==> src/rtl/mem_arbiter.sv <==
// Two-port memory arbiter: instruction fetch and load/store share one synchronous SRAM port.
// Round-robin on conflict, single-cycle response routed back via a registered owner tag.
module mem_arbiter #(
  parameter int unsigned ADDR_WIDTH = 32,
  parameter int unsigned DATA_WIDTH = 32,
  parameter int unsigned CNT_WIDTH  = 16
) (
  input  logic                  clk,
  input  logic                  reset,

  input  logic                  if_req,
  input  logic [ADDR_WIDTH-1:0] if_addr,
  output logic                  if_gnt,
  output logic                  if_rvalid,
  output logic [DATA_WIDTH-1:0] if_rdata,

  input  logic                  d_req,
  input  logic                  d_we,
  input  logic [ADDR_WIDTH-1:0] d_addr,
  input  logic [DATA_WIDTH-1:0] d_wdata,
  input  logic [3:0]            d_be,
  output logic                  d_gnt,
  output logic                  d_rvalid,
  output logic [DATA_WIDTH-1:0] d_rdata,

  output logic                  mem_en,
  output logic [3:0]            mem_we,
  output logic [ADDR_WIDTH-3:0] mem_addr,
  output logic [DATA_WIDTH-1:0] mem_wdata,
  input  logic [DATA_WIDTH-1:0] mem_rdata,

  output logic [CNT_WIDTH-1:0]  conflict_cnt
);

  typedef enum logic {PortIf = 1'b0, PortD = 1'b1} port_e;

  port_e                last_grant_q;
  logic                 owner_valid_q;
  port_e                owner_port_q;
  logic                 owner_store_q;
  logic [CNT_WIDTH-1:0] conflict_cnt_q;

  // Byte offsets are dropped: the memory is word addressed.
  logic unused_addr_lsbs;
  assign unused_addr_lsbs = ^{if_addr[1:0], d_addr[1:0]};

  always_comb begin
    if_gnt    = 1'b0;
    d_gnt     = 1'b0;
    mem_en    = 1'b0;
    mem_we    = 4'b0000;
    mem_addr  = '0;
    mem_wdata = '0;
    if (!reset) begin
      if (if_req && d_req) begin
        if (last_grant_q == PortD) if_gnt = 1'b1;
        else                       d_gnt  = 1'b1;
      end else if (if_req) begin
        if_gnt = 1'b1;
      end else if (d_req) begin
        d_gnt = 1'b1;
      end
    end
    if (if_gnt) begin
      mem_en   = 1'b1;
      mem_addr = if_addr[ADDR_WIDTH-1:2];
    end else if (d_gnt) begin
      mem_en    = 1'b1;
      mem_addr  = d_addr[ADDR_WIDTH-1:2];
      mem_we    = d_we ? d_be : 4'b0000;
      mem_wdata = d_wdata;
    end
  end

  always_ff @(posedge clk) begin
    if (reset) begin
      last_grant_q   <= PortD;
      owner_valid_q  <= 1'b0;
      owner_port_q   <= PortIf;
      owner_store_q  <= 1'b0;
      conflict_cnt_q <= '0;
    end else begin
      owner_valid_q <= if_gnt | d_gnt;
      if (if_gnt) begin
        last_grant_q  <= PortIf;
        owner_port_q  <= PortIf;
        owner_store_q <= 1'b0;
      end else if (d_gnt) begin
        last_grant_q  <= PortD;
        owner_port_q  <= PortD;
        owner_store_q <= d_we;
      end
      if (if_req && d_req && (conflict_cnt_q != {CNT_WIDTH{1'b1}})) begin
        conflict_cnt_q <= conflict_cnt_q + CNT_WIDTH'(1);
      end
    end
  end

  // Gating with reset drops a response whose grant preceded the reset cycle.
  always_comb begin
    if_rvalid = !reset && owner_valid_q && (owner_port_q == PortIf);
    d_rvalid  = !reset && owner_valid_q && (owner_port_q == PortD);
    if_rdata  = if_rvalid ? mem_rdata : '0;
    d_rdata   = (d_rvalid && !owner_store_q) ? mem_rdata : '0;
  end

  assign conflict_cnt = conflict_cnt_q;

endmodule

==> config.mk <==
export PLATFORM = sky130hd
export DESIGN_NAME = mem_arbiter
export DESIGN_NICKNAME = d
export VERILOG_FILES = /design/src/rtl/mem_arbiter.sv
export SDC_FILE = /design/constraint.sdc
export NUM_CORES = 1
export LEC_CHECK = 0
export ABC_CLOCK_PERIOD_IN_PS = 2300
export CAP_MARGIN = 20
export CORE_AREA = 2 2 112 114
export DETAILED_ROUTE_END_ITERATION = 8
export DIE_AREA = 0 0 114 116
export MAX_ROUTING_LAYER = met4
export PLACE_DENSITY = 0.65
export REMOVE_ABC_BUFFERS = 1
export SYNTH_ARGS = -nofsm -noshare
export SYNTH_HDL_FRONTEND = slang
export SYNTH_SLANG_ARGS = --single-unit
==> constraint.sdc <==
create_clock -name clk -period 2.3 [get_ports clk]
set_clock_uncertainty 0.15 [all_clocks]
set_input_delay 0.23 -clock clk [delete_from_list [all_inputs] [get_ports clk]]
set_output_delay 0.23 -clock clk [all_outputs]
set_load 0.03 [all_outputs]
# Word level (Yosys, flattened, before mapping)
# Cells that the tools add are included.
# totals
register_bits,20
word_cells,41
input_bits,137
out_inout_bits,151
# classes
muxes,22
add_sub_neg,1
eq_ne,1
n_reduce_logical,10
n_bitwise,2
# op_table
cell,n
$mux 32,4
$mux 30,2
$add 16x1->16 const B,1
$ne 16x16->1 const B,1
$mux 1,13
$mux 4,3
$logic_and 1x1->1,6
$logic_not 1->1,2
$reduce_bool 2->1,1
$reduce_or 2->1,1
$not 1->1,1
$or 1x1->1,1

# Longest topological paths before layout
# Gate-level depths: netlist of the first run.
# logic_depth
depth_word,6
depth_mapped,7
ltp_nobuf,5

# Worst setup path after synthesis of the first run
# No wires, ideal clock.
# synth_path
path_type,register -> register
start,"register conflict_cnt_q[0], in the netlist conflict_cnt[0]"
end,"register conflict_cnt_q[2], in the netlist conflict_cnt[2]"
required_time_ns,2.027
n_path_buf,0
path_slack_ns,0.194
t_arrival_ns,1.833
synth_period_minus_slack_ns,2.106
setup_time_ns,0.123
path_stages_with_launch,6
cell_sequence,dfxtp_1 ha_1 nand4_1 or4_1 nand3_1 mux2_1
# synth_via
elab_chain_len,2
elab_cells_between_ends,3
classes_between,1 x add/sub; 1 x eq/ne; 1 x reduce/logical
# synth_rtl
element,line_no,rtl
start: declaration,41,logic [CNT_WIDTH-1:0] conflict_cnt_q;
start signal: assignment,94,conflict_cnt_q <= conflict_cnt_q + CNT_WIDTH'(1);
"parallel branches: the longest is 2 deep, another holds $add 16x1->16",-,
# Parallel ways; which one is timed is not known.
# A chain may end at the register's enable or synchronous reset.

# Worst setup path in the final report of the first run
# layout_path
start,input port d_req
end,output port mem_en
# layout_via
elab_chain_len,6
elab_cells_between_ends,9
classes_between,8 x mux; 1 x reduce/logical
# layout_rtl
element,line_no,rtl
start: declaration,17,"input logic d_req,"
$mux 1,60,end else if (d_req) begin
$mux 1,58,end else if (if_req) begin
$mux 1,55,if (if_req && d_req) begin
$mux 1,54,if (!reset) begin
$mux 1,67,end else if (d_gnt) begin
$mux 1 *,64,if (if_gnt) begin
end: declaration,26,"output logic mem_en,"
# Mark *: on every way between the ends. The rest lies on a longest branch, timed or not.

==> results of run 1 <==
## power by group through the flow
stage	sequential (W)	combinational, W	clock [W]
2_1_floorplan	0.000368	0.000307	0
3_3_place_gp	0.000366	0.000747	0
3_5_place_dp	0.000366	0.000754	0
4_1_cts	0.000359	0.000757	0.000368
5_1_grt	0.000359	0.000791	0.000381
6_report	0.000359	0.000750	0.000358
## layer usage
metal  global-route usage, %  part of all wire (%)  vias up
met5                       -                     0        -
li1                        -                     -     1539
met3                    3.45                   8.8        7
met1                    15.8                    38     1387
met2                    26.2                    53      187
met4                    2.52                  0.64        0
## final cells by class
type / count / area, µm² / share of cell area (%)
multi-input cells: 221 / 1490 / 30.7
repair buffers: 295 / 2690 / 55.4
diodes: 3 / 7.51 / 0.155
inverters: 2 / 7.51 / 0.155
flip-flops and latches: 20 / 400 / 8.26
well taps: 147 / 184 / 3.80
clock buffers: 3 / 75.1 / 1.55
## worst min path at each step
stage	from	to	slack [ns]	depth (start not counted)
floorplan	reset	conflict_cnt[0]	0.15	1
global placement	conflict_cnt[15]	conflict_cnt[15]	0.33	2
detailed placement	owner_store_q	owner_store_q	0.34	2
CTS	conflict_cnt[15]	conflict_cnt[15]	0.36	2
global route	conflict_cnt[7]	conflict_cnt[7]	0.39	2
finish	owner_store_q	owner_store_q	0.35	2
## stage by stage
stage | area [µm²] | setup TNS, ns | setup slack, ns | total power, W | utilization (%)
after floorplan | 1890 | -41.04 | -0.654 | 0.000675 | -
after global placement | 4760 | 0 | 0.0964 | 0.00111 | 40.0
after detailed placement | 4760 | 0 | 0.108 | 0.00112 | 40.0
after CTS | 4840 | 0 | 0.0980 | 0.00148 | 40.6
after global routing | 4850 | 0 | 0.0189 | 0.00153 | 40.7
final | 4850 | 0 | 0.0949 | 0.00147 | 40.7
## worst register-to-register path: stages, from the launching register on
cell	delay [ns]
sky130_fd_sc_hd__dfxtp_1	0.41
sky130_fd_sc_hd__ha_1	0.24
sky130_fd_sc_hd__nand4_1	0.21
sky130_fd_sc_hd__or4_1	0.49
sky130_fd_sc_hd__nand3_1	0.11
sky130_fd_sc_hd__mux2_1	0.31
## sequential cells by signal, summed over array words and instances (netlist names)
name / cells
conflict_cnt: 16
last_grant_q: 1
owner_port_q: 1
owner_store_q: 1
owner_valid_q: 1
## cells by family after synthesis
kind of cell / count (synthesis) / share of synthesized area (%)
adders and majority gates: 1 / 0.627
DFF: 20 / 20.1
AOI/OAI and AO/OA: 62 / 23.3
buffers and inverters: 26 / 5.71
muxes: 1 / 0.564
and+or+nand+nor: 156 / 49.3
xor gates and xnor gates: 1 / 0.439
## synthesized netlist by cell type, types with 3 or more instances
cell and count:
sky130_fd_sc_hd__or3_1 4, sky130_fd_sc_hd__nor2_1 5, sky130_fd_sc_hd__a21oi_1 13, sky130_fd_sc_hd__buf_2 4
sky130_fd_sc_hd__o31ai_1 7, sky130_fd_sc_hd__nand3_1 6, sky130_fd_sc_hd__clkbuf_1 17, sky130_fd_sc_hd__dfxtp_1 20
sky130_fd_sc_hd__or4_1 8, sky130_fd_sc_hd__nand2_1 8, sky130_fd_sc_hd__and3_1 42, sky130_fd_sc_hd__a22o_1 30
sky130_fd_sc_hd__o21ai_1 4, sky130_fd_sc_hd__nand4_1 3, sky130_fd_sc_hd__and2_1 66
==> flow_summary.html, run 1 <==
<table>
<tr><th>Metric</th><th>Value</th></tr>
<tr><th colspan="2">Placed design</th></tr>
<tr><td>Placed cell count</td><td>approximately 690</td></tr>
<tr><td>Dpl hpwl</td><td>9.10 mm</td></tr>
<tr><td>Total of buffers placed on input and output ports</td><td>283</td></tr>
<tr><td>Final Wtd Congestion</td><td>about 0.83</td></tr>
<tr><th colspan="2">Clock network</th></tr>
<tr><td>H-tree level count</td><td>1</td></tr>
<tr><td>Clock latency at the later pin of the worst-skew pair</td><td>~0.25 ns</td></tr>
<tr><td>TritonCTS Sinks</td><td>20</td></tr>
<tr><td>Number of cells upsized or downsized after cts</td><td>0</td></tr>
<tr><td>Setup bufs post-CTS</td><td>0</td></tr>
<tr><td>Clock transition time at the flip-flop clock pins of the worst setup and hold paths</td><td>0.05 ns</td></tr>
<tr><td>Clock tree from TritonCTS</td><td>built</td></tr>
<tr><td>Number of buffers inserted for hold repair after clock tree synthesis</td><td>0</td></tr>
<tr><td>Inserted Clock Buffers</td><td>3</td></tr>
<tr><td>Clock Tree Root</td><td>sky130_fd_sc_hd__clkbuf_16</td></tr>
<tr><td>Clock tree buffer depth</td><td>2</td></tr>
<tr><th colspan="2">Global routing</th></tr>
<tr><td>Maximum number of pins on one net before global-route repair</td><td>34</td></tr>
<tr><td>Gr ovfl total</td><td>0</td></tr>
<tr><td>Vias in the first global route</td><td>~2900</td></tr>
<tr><td>Antenna violations before repair</td><td>3</td></tr>
<tr><td>Tot GR Track Use</td><td>between 10% and 20%</td></tr>
<tr><td>First-pass GRT wire length</td><td>between 10 and 15 mm</td></tr>
<tr><th colspan="2">Die</th></tr>
<tr><td>Die width</td><td>114 µm</td></tr>
<tr><td>Initial cell density of the core</td><td>between 10% and 20%</td></tr>
<tr><td>Number of ports placed on the die boundary</td><td>roughly 290</td></tr>
<tr><td>Total core area</td><td>about 12000 µm²</td></tr>
<tr><td>Cell Rows</td><td>40</td></tr>
<tr><td>Vertical die dimension</td><td>around 120 µm</td></tr>
<tr><td>Total Die Area</td><td>between 10000 and 15000 µm²</td></tr>
<tr><th colspan="2">Detailed routing</th></tr>
<tr><td>Post-detailed-route DRC marker count</td><td>0</td></tr>
<tr><td>Antenna Violating Nets Remaining</td><td>0</td></tr>
<tr><td>Number of detailed-route iterations in the first pass</td><td>4</td></tr>
<tr><td>Count of routing violations after the opening detailed-route iteration</td><td>75</td></tr>
<tr><td>Number of vias after detailed routing</td><td>roughly 3100</td></tr>
<tr><td>Final routed wire length divided by cell count</td><td>between 15 and 20 µm</td></tr>
<tr><td>Wire length after detailed routing</td><td>between 10 and 15 mm</td></tr>
<tr><td>Vias per std cell</td><td>4.52</td></tr>
<tr><th colspan="2">Worst setup path</th></tr>
<tr><td>Worst Path Max Fanout</td><td>32</td></tr>
<tr><td>Arrival time worst endpoint</td><td>1.83 ns</td></tr>
<tr><td>Launching point of the worst reg2reg path</td><td>conflict_cnt[0]</td></tr>
<tr><td>FF-to-FF path depth</td><td>5</td></tr>
<tr><td>Largest stage delay on the critical path</td><td>~0.60 ns</td></tr>
<tr><td>Origin of the worst setup path</td><td>d_req</td></tr>
<tr><td>Critical path class</td><td>input pin to output pin</td></tr>
<tr><td>Worst setup endpoint</td><td>mem_en</td></tr>
<tr><td>Cell count along the critical path</td><td>6</td></tr>
<tr><td>Number of buffers and inverters on the critical path</td><td>3</td></tr>
<tr><td>Nature of the critical path endpoint</td><td>output pin</td></tr>
<tr><td>CP required</td><td>~1.9 ns</td></tr>
<tr><td>Kind of start point of the critical path</td><td>input pin</td></tr>
<tr><td>Worst path top cell family by delay</td><td>buffers and inverters</td></tr>
<tr><td>Critical-path cell with the highest stage delay</td><td>sky130_fd_sc_hd__clkdlybuf4s50_1</td></tr>
<tr><td>Worst r2r dst</td><td>conflict_cnt[2]</td></tr>
<tr><td>Worst-path cell chain</td><td>clkdlybuf4s50_1, nand2_1, and3_1, buf_12, or2_2, buf_4</td></tr>
<tr><td>Register-to-Register Setup Slack</td><td>~0.27 ns</td></tr>
<tr><th colspan="2">Power and ir drop</th></tr>
<tr><td>Sw power</td><td>just under 0.0005 W</td></tr>
<tr><td>Share of power burned in combinational logic</td><td>51.1%</td></tr>
<tr><td>P_leak</td><td>roughly 2.3 nW</td></tr>
<tr><td>Sw Ratio</td><td>between 30% and 40%</td></tr>
<tr><td>Clock share of power</td><td>~24%</td></tr>
<tr><td>Power per cell area</td><td>approximately 300 nW/µm²</td></tr>
<tr><td>IR drop worst, VDD</td><td>0.199 mV</td></tr>
<tr><td>Int Pwr</td><td>slightly below 0.001 W</td></tr>
<tr><td>Fraction of power consumed by sequential logic</td><td>roughly 24%</td></tr>
<tr><th colspan="2">Timing</th></tr>
<tr><td>Worst Max-Slew Pin Slew</td><td>around 0.62 ns</td></tr>
<tr><td>Final-layout worst hold slack</td><td>around 0.35 ns</td></tr>
<tr><td>Highest clock rate</td><td>453 MHz</td></tr>
<tr><td>Slew margin rel.</td><td>~59%</td></tr>
<tr><td>Final setup vio count</td><td>0</td></tr>
<tr><td>Unrepaired setup endpoints after global routing</td><td>no</td></tr>
<tr><td>Number of pins with negative max-slew slack in the final report</td><td>0</td></tr>
<tr><td>Share of the cycle needed by the critical path after routing</td><td>95.9%</td></tr>
<tr><td>Final count of hold timing violations</td><td>0</td></tr>
<tr><td>Minimum period implied by the final worst setup slack</td><td>about 2.2 ns</td></tr>
<tr><th colspan="2">Finish</th></tr>
<tr><td>Most common cell after layout, fill and taps aside</td><td>sky130_fd_sc_hd__clkdlybuf4s50_1</td></tr>
<tr><td>Number of non-filler instances in the completed layout</td><td>about 690</td></tr>
<tr><td>Relative area change from synthesis to final layout</td><td>143%</td></tr>
<tr><td>Commonest non-fill, non-tap cells in the layout</td><td>sky130_fd_sc_hd__clkdlybuf4s50_1 (148), sky130_fd_sc_hd__buf_4 (139), sky130_fd_sc_hd__and2_1 (66), sky130_fd_sc_hd__and3_1 (42), sky130_fd_sc_hd__a22o_1 (30)</td></tr>
<tr><td>Fill cell total of the finished layout</td><td>1181</td></tr>
<tr><td>Share of cells above drive strength 1</td><td>29.4%</td></tr>
<tr><td>Final net count</td><td>approximately 680</td></tr>
<tr><th colspan="2">Logic synthesis</th></tr>
<tr><td>Distinct cell type count of the synthesized netlist</td><td>40</td></tr>
<tr><td>Cell Area, Synth</td><td>roughly 2000 µm²</td></tr>
<tr><td>Most used DFF post-synth</td><td>sky130_fd_sc_hd__dfxtp_1</td></tr>
<tr><td>Number of synthesized flops with an enable pin</td><td>0</td></tr>
<tr><td>Gate Count Post-Synth</td><td>267</td></tr>
<tr><td>Synth Warn #</td><td>0</td></tr>
<tr><td>Ys async rst share</td><td>0%</td></tr>
<tr><td>Sequential cell area fraction in the yosys report</td><td>~20%</td></tr>
<tr><td>Post-Synthesis Mean Instance Area</td><td>roughly 7.5 µm²</td></tr>
<tr><td>Most area-hungry cell type in the Yosys netlist</td><td>sky130_fd_sc_hd__and2_1</td></tr>
<tr><td>Area fraction of the dominant cell type after synthesis</td><td>about a fifth</td></tr>
<tr><td>FF+latch count, synth</td><td>20</td></tr>
<tr><td>Cell types with the largest area share after synthesis</td><td>sky130_fd_sc_hd__and2_1 (21%), sky130_fd_sc_hd__dfxtp_1 (20%), sky130_fd_sc_hd__a22o_1 (13%), sky130_fd_sc_hd__and3_1 (13%), sky130_fd_sc_hd__a21oi_1 (3.3%)</td></tr>
<tr><th colspan="2">Hold path</th></tr>
<tr><td>Path class of the lowest-slack min-delay path</td><td>flip-flop to flip-flop</td></tr>
<tr><th colspan="2">Run status</th></tr>
<tr><td>Result of the run</td><td>completed</td></tr>
<tr><th colspan="2">Run</th></tr>
<tr><td>Max-cap violations</td><td>0</td></tr>
</table>
(Power assumes the default switching activity.)
==> run 2: changes to the inputs <==
CTS_CLUSTER_SIZE = 24   (was default)
==> results of run 2 <==
Final layout, timing and power as in run 1 (identical DEF).
==> run 3: changes to the inputs <==
PLACE_DENSITY = 0.58   (was 0.65)
==> run 3 against run 2 <==
Clock-buffer cell count unchanged. Routed wire length up 1.6%. Design area up 0.93%. Sequential power about the same. Critical path type unchanged. Critical endpoint is now d_rdata[17]. Largest power group unchanged.
==> flow_summary.html, run 3 (synthesis gave the netlist of run 1 again) <==
<table>
<tr><th>Metric</th><th>Value</th></tr>
<tr><th colspan="2">Power and ir drop</th></tr>
<tr><td>Int Pwr</td><td>0.000990 W</td></tr>
<tr><td>P_leak</td><td>roughly 2.3 nW</td></tr>
<tr><td>IR drop worst, VDD</td><td>0.245 mV</td></tr>
<tr><td>Sw Ratio</td><td>33.5%</td></tr>
<tr><td>Power per cell area</td><td>roughly 300 nW/µm²</td></tr>
<tr><td>Share of power burned in combinational logic</td><td>51.8%</td></tr>
<tr><td>Fraction of power consumed by sequential logic</td><td>between 20 and 25%</td></tr>
<tr><td>Clock share of power</td><td>24.1%</td></tr>
<tr><td>Final Total Pwr</td><td>0.00149 W</td></tr>
<tr><td>Sw power</td><td>~0.00050 W</td></tr>
<tr><th colspan="2">Placed design</th></tr>
<tr><td>Cell area reported after detailed placement</td><td>a little under 5000 µm²</td></tr>
<tr><td>Total of buffers placed on input and output ports</td><td>between 200 and 300</td></tr>
<tr><td>Final Wtd Congestion</td><td>between 0.7 and 0.8</td></tr>
<tr><td>Dpl hpwl</td><td>9.14 mm</td></tr>
<tr><th colspan="2">Timing</th></tr>
<tr><td>Minimum period implied by the final worst setup slack</td><td>2.17 ns</td></tr>
<tr><td>Highest clock rate</td><td>~460 MHz</td></tr>
<tr><td>Final-layout worst hold slack</td><td>between 0.3 and 0.4 ns</td></tr>
<tr><td>Worst Max-Slew Pin Slew</td><td>around 0.34 ns</td></tr>
<tr><td>Final setup vio count</td><td>0</td></tr>
<tr><td>Unrepaired setup endpoints after global routing</td><td>no</td></tr>
<tr><td>Final count of hold timing violations</td><td>0</td></tr>
<tr><td>Slew margin rel.</td><td>77.4%</td></tr>
<tr><td>Setup TNS after final layout</td><td>0 ns</td></tr>
<tr><td>Number of pins with negative max-slew slack in the final report</td><td>0</td></tr>
<tr><td>Share of the cycle needed by the critical path after routing</td><td>between 90% and 100%</td></tr>
<tr><th colspan="2">Worst setup path</th></tr>
<tr><td>Nature of the critical path endpoint</td><td>output pin</td></tr>
<tr><td>Arrival time worst endpoint</td><td>roughly 1.8 ns</td></tr>
<tr><td>Critical path class</td><td>input pin to output pin</td></tr>
<tr><td>Number of buffers and inverters on the critical path</td><td>4</td></tr>
<tr><td>Worst path top cell family by delay</td><td>buffers and inverters</td></tr>
<tr><td>Kind of start point of the critical path</td><td>input pin</td></tr>
<tr><td>CP required</td><td>1.92 ns</td></tr>
<tr><td>Largest stage delay on the critical path</td><td>~0.42 ns</td></tr>
<tr><td>Critical-path cell with the highest stage delay</td><td>sky130_fd_sc_hd__clkdlybuf4s50_1</td></tr>
<tr><td>Worst-path cell chain</td><td>clkdlybuf4s50_1, inv_1, and3_1, nor2b_1, buf_12, and2_1, buf_4</td></tr>
<tr><td>Worst Path Max Fanout</td><td>32</td></tr>
<tr><th colspan="2">Finish</th></tr>
<tr><td>Most common cell after layout, fill and taps aside</td><td>sky130_fd_sc_hd__clkdlybuf4s50_1</td></tr>
<tr><td>Commonest non-fill, non-tap cells in the layout</td><td>sky130_fd_sc_hd__clkdlybuf4s50_1 (148), sky130_fd_sc_hd__buf_4 (138), sky130_fd_sc_hd__and2_1 (66), sky130_fd_sc_hd__and3_1 (42), sky130_fd_sc_hd__a22o_1 (30)</td></tr>
<tr><td>Max reg flops</td><td>16</td></tr>
<tr><td>Relative area change from synthesis to final layout</td><td>145%</td></tr>
<tr><td>Non-Filler Cell Area, Final</td><td>~5000 µm²</td></tr>
<tr><td>Final net count</td><td>~680</td></tr>
<tr><td>Fill cell total of the finished layout</td><td>around 1200</td></tr>
<tr><td>Share of cells above drive strength 1</td><td>29.7%</td></tr>
<tr><td>Number of antenna cells inserted</td><td>0</td></tr>
<tr><th colspan="2">Clock network</th></tr>
<tr><td>Clock transition time at the flip-flop clock pins of the worst setup and hold paths</td><td>approximately 0.06 ns</td></tr>
<tr><td>Setup bufs post-CTS</td><td>0</td></tr>
<tr><td>Clock tree buffer depth</td><td>2</td></tr>
<tr><td>Inserted Clock Buffers</td><td>3</td></tr>
<tr><td>Number of buffers inserted for hold repair after clock tree synthesis</td><td>0</td></tr>
<tr><td>H-tree level count</td><td>1</td></tr>
<tr><td>Clock latency at the later pin of the worst-skew pair</td><td>0.25 ns</td></tr>
<tr><td>Clock tree from TritonCTS</td><td>built</td></tr>
<tr><td>Clock Tree Root</td><td>sky130_fd_sc_hd__clkbuf_16</td></tr>
<tr><td>TritonCTS Sinks</td><td>20</td></tr>
<tr><td>Number of cells upsized or downsized after cts</td><td>0</td></tr>
<tr><th colspan="2">Global routing</th></tr>
<tr><td>Top Usage Layer GRT</td><td>met2</td></tr>
<tr><td>Antenna violations before repair</td><td>0</td></tr>
<tr><td>Tot GR Track Use</td><td>between 10% and 20%</td></tr>
<tr><td>Vias in the first global route</td><td>around 3000</td></tr>
<tr><td>Met3 routing resource usage after global routing</td><td>around 2.4%</td></tr>
<tr><td>Grt met1 use</td><td>15.6%</td></tr>
<tr><td>Maximum number of pins on one net before global-route repair</td><td>37</td></tr>
<tr><td>GR Layer Usage met2</td><td>between 20% and 30%</td></tr>
<tr><td>Gr ovfl total</td><td>0</td></tr>
<tr><td>First-pass GRT wire length</td><td>15.3 mm</td></tr>
<tr><th colspan="2">Detailed routing</th></tr>
<tr><td>Antenna Violating Nets Remaining</td><td>0</td></tr>
<tr><td>Wire length after detailed routing</td><td>about 11 mm</td></tr>
<tr><td>Number of detailed-route iterations in the first pass</td><td>4</td></tr>
<tr><td>Post-detailed-route DRC marker count</td><td>0</td></tr>
<tr><td>Count of routing violations after the opening detailed-route iteration</td><td>roughly 130</td></tr>
<tr><td>Number of vias after detailed routing</td><td>~3100</td></tr>
<tr><td>Final routed wire length divided by cell count</td><td>15.7 µm</td></tr>
<tr><td>Vias per std cell</td><td>~4.5</td></tr>
<tr><th colspan="2">Die</th></tr>
<tr><td>Cell Rows</td><td>40</td></tr>
<tr><td>Vertical die dimension</td><td>~120 µm</td></tr>
<tr><td>Total Die Area</td><td>13200 µm²</td></tr>
<tr><td>Die width</td><td>114 µm</td></tr>
<tr><td>Initial cell density of the core</td><td>approximately 17%</td></tr>
<tr><td>Number of ports placed on the die boundary</td><td>roughly 290</td></tr>
<tr><td>Total core area</td><td>~12000 µm²</td></tr>
<tr><th colspan="2">Run status</th></tr>
<tr><td>Result of the run</td><td>completed</td></tr>
<tr><th colspan="2">Run</th></tr>
<tr><td>Max-cap violations</td><td>0</td></tr>
<tr><th colspan="2">Hold path</th></tr>
<tr><td>Path class of the lowest-slack min-delay path</td><td>flip-flop to flip-flop</td></tr>
</table>
[run 3: metrics by stage]
step | setup slack, ns | cells | utilization [%]
finish | 0.133 | 690 | 41.1
global route | 0.0374 | 690 | 41.1
CTS | 0.124 | 690 | 41.1
detailed placement | 0.119 | 687 | 40.4
global placement | 0.162 | 687 | 40.4
floorplan | -0.654 | 243 | -
[run 3: worst register-to-register path: cells and delay by family, from the launching register on]
family	cells	cell delay, ns
adder cells (fa/ha/maj)	1	0.22
flip-flops	1	0.40
multiplexers	1	0.31
AND/OR/NAND/NOR	3	0.83
[run 3: final timing paths]
check / from / endpoint / slack [ns] / cells after the start
worst max-delay path: reset / d_rdata[17] / 0.13 / 7
worst min-delay path: owner_store_q / owner_store_q / 0.35 / 2
worst max register to register: conflict_cnt[0] / conflict_cnt[2] / 0.27 / 5
worst min register to register: owner_store_q / owner_store_q / 0.35 / 2
[run 3: area by class of cell]
type                            count  area (µm²)  share of cell area (%)
Tap cell                          147         184                    3.76
Clock buffer                        3        75.1                    1.53
Multi-Input combinational cell    221        1490                    30.4
Timing Repair Buffer              297        2740                    56.0
Sequential cell                    20         400                    8.19
Inverter                            2        7.51                   0.153
[run 3: power by group through the flow]
stage	clock, W	sequential (W)	combinational, W
detailed placement	0	0.000366	0.000778
global placement	0	0.000366	0.000772
finish	0.000358	0.000359	0.000771
CTS	0.000364	0.000359	0.000780
floorplan	0	0.000368	0.000307
global route	0.000377	0.000360	0.000815
[run 3: metal layers]
layer / part of all wire [%] / routed length, µm / up-vias
li1: - / - / 1535
met1: 36 / 3880 / 1412
met2: 56 / 6050 / 175
met3: 7.8 / 841 / 5
met4: 0.27 / 29 / 0
met5: 0 / 0 / -
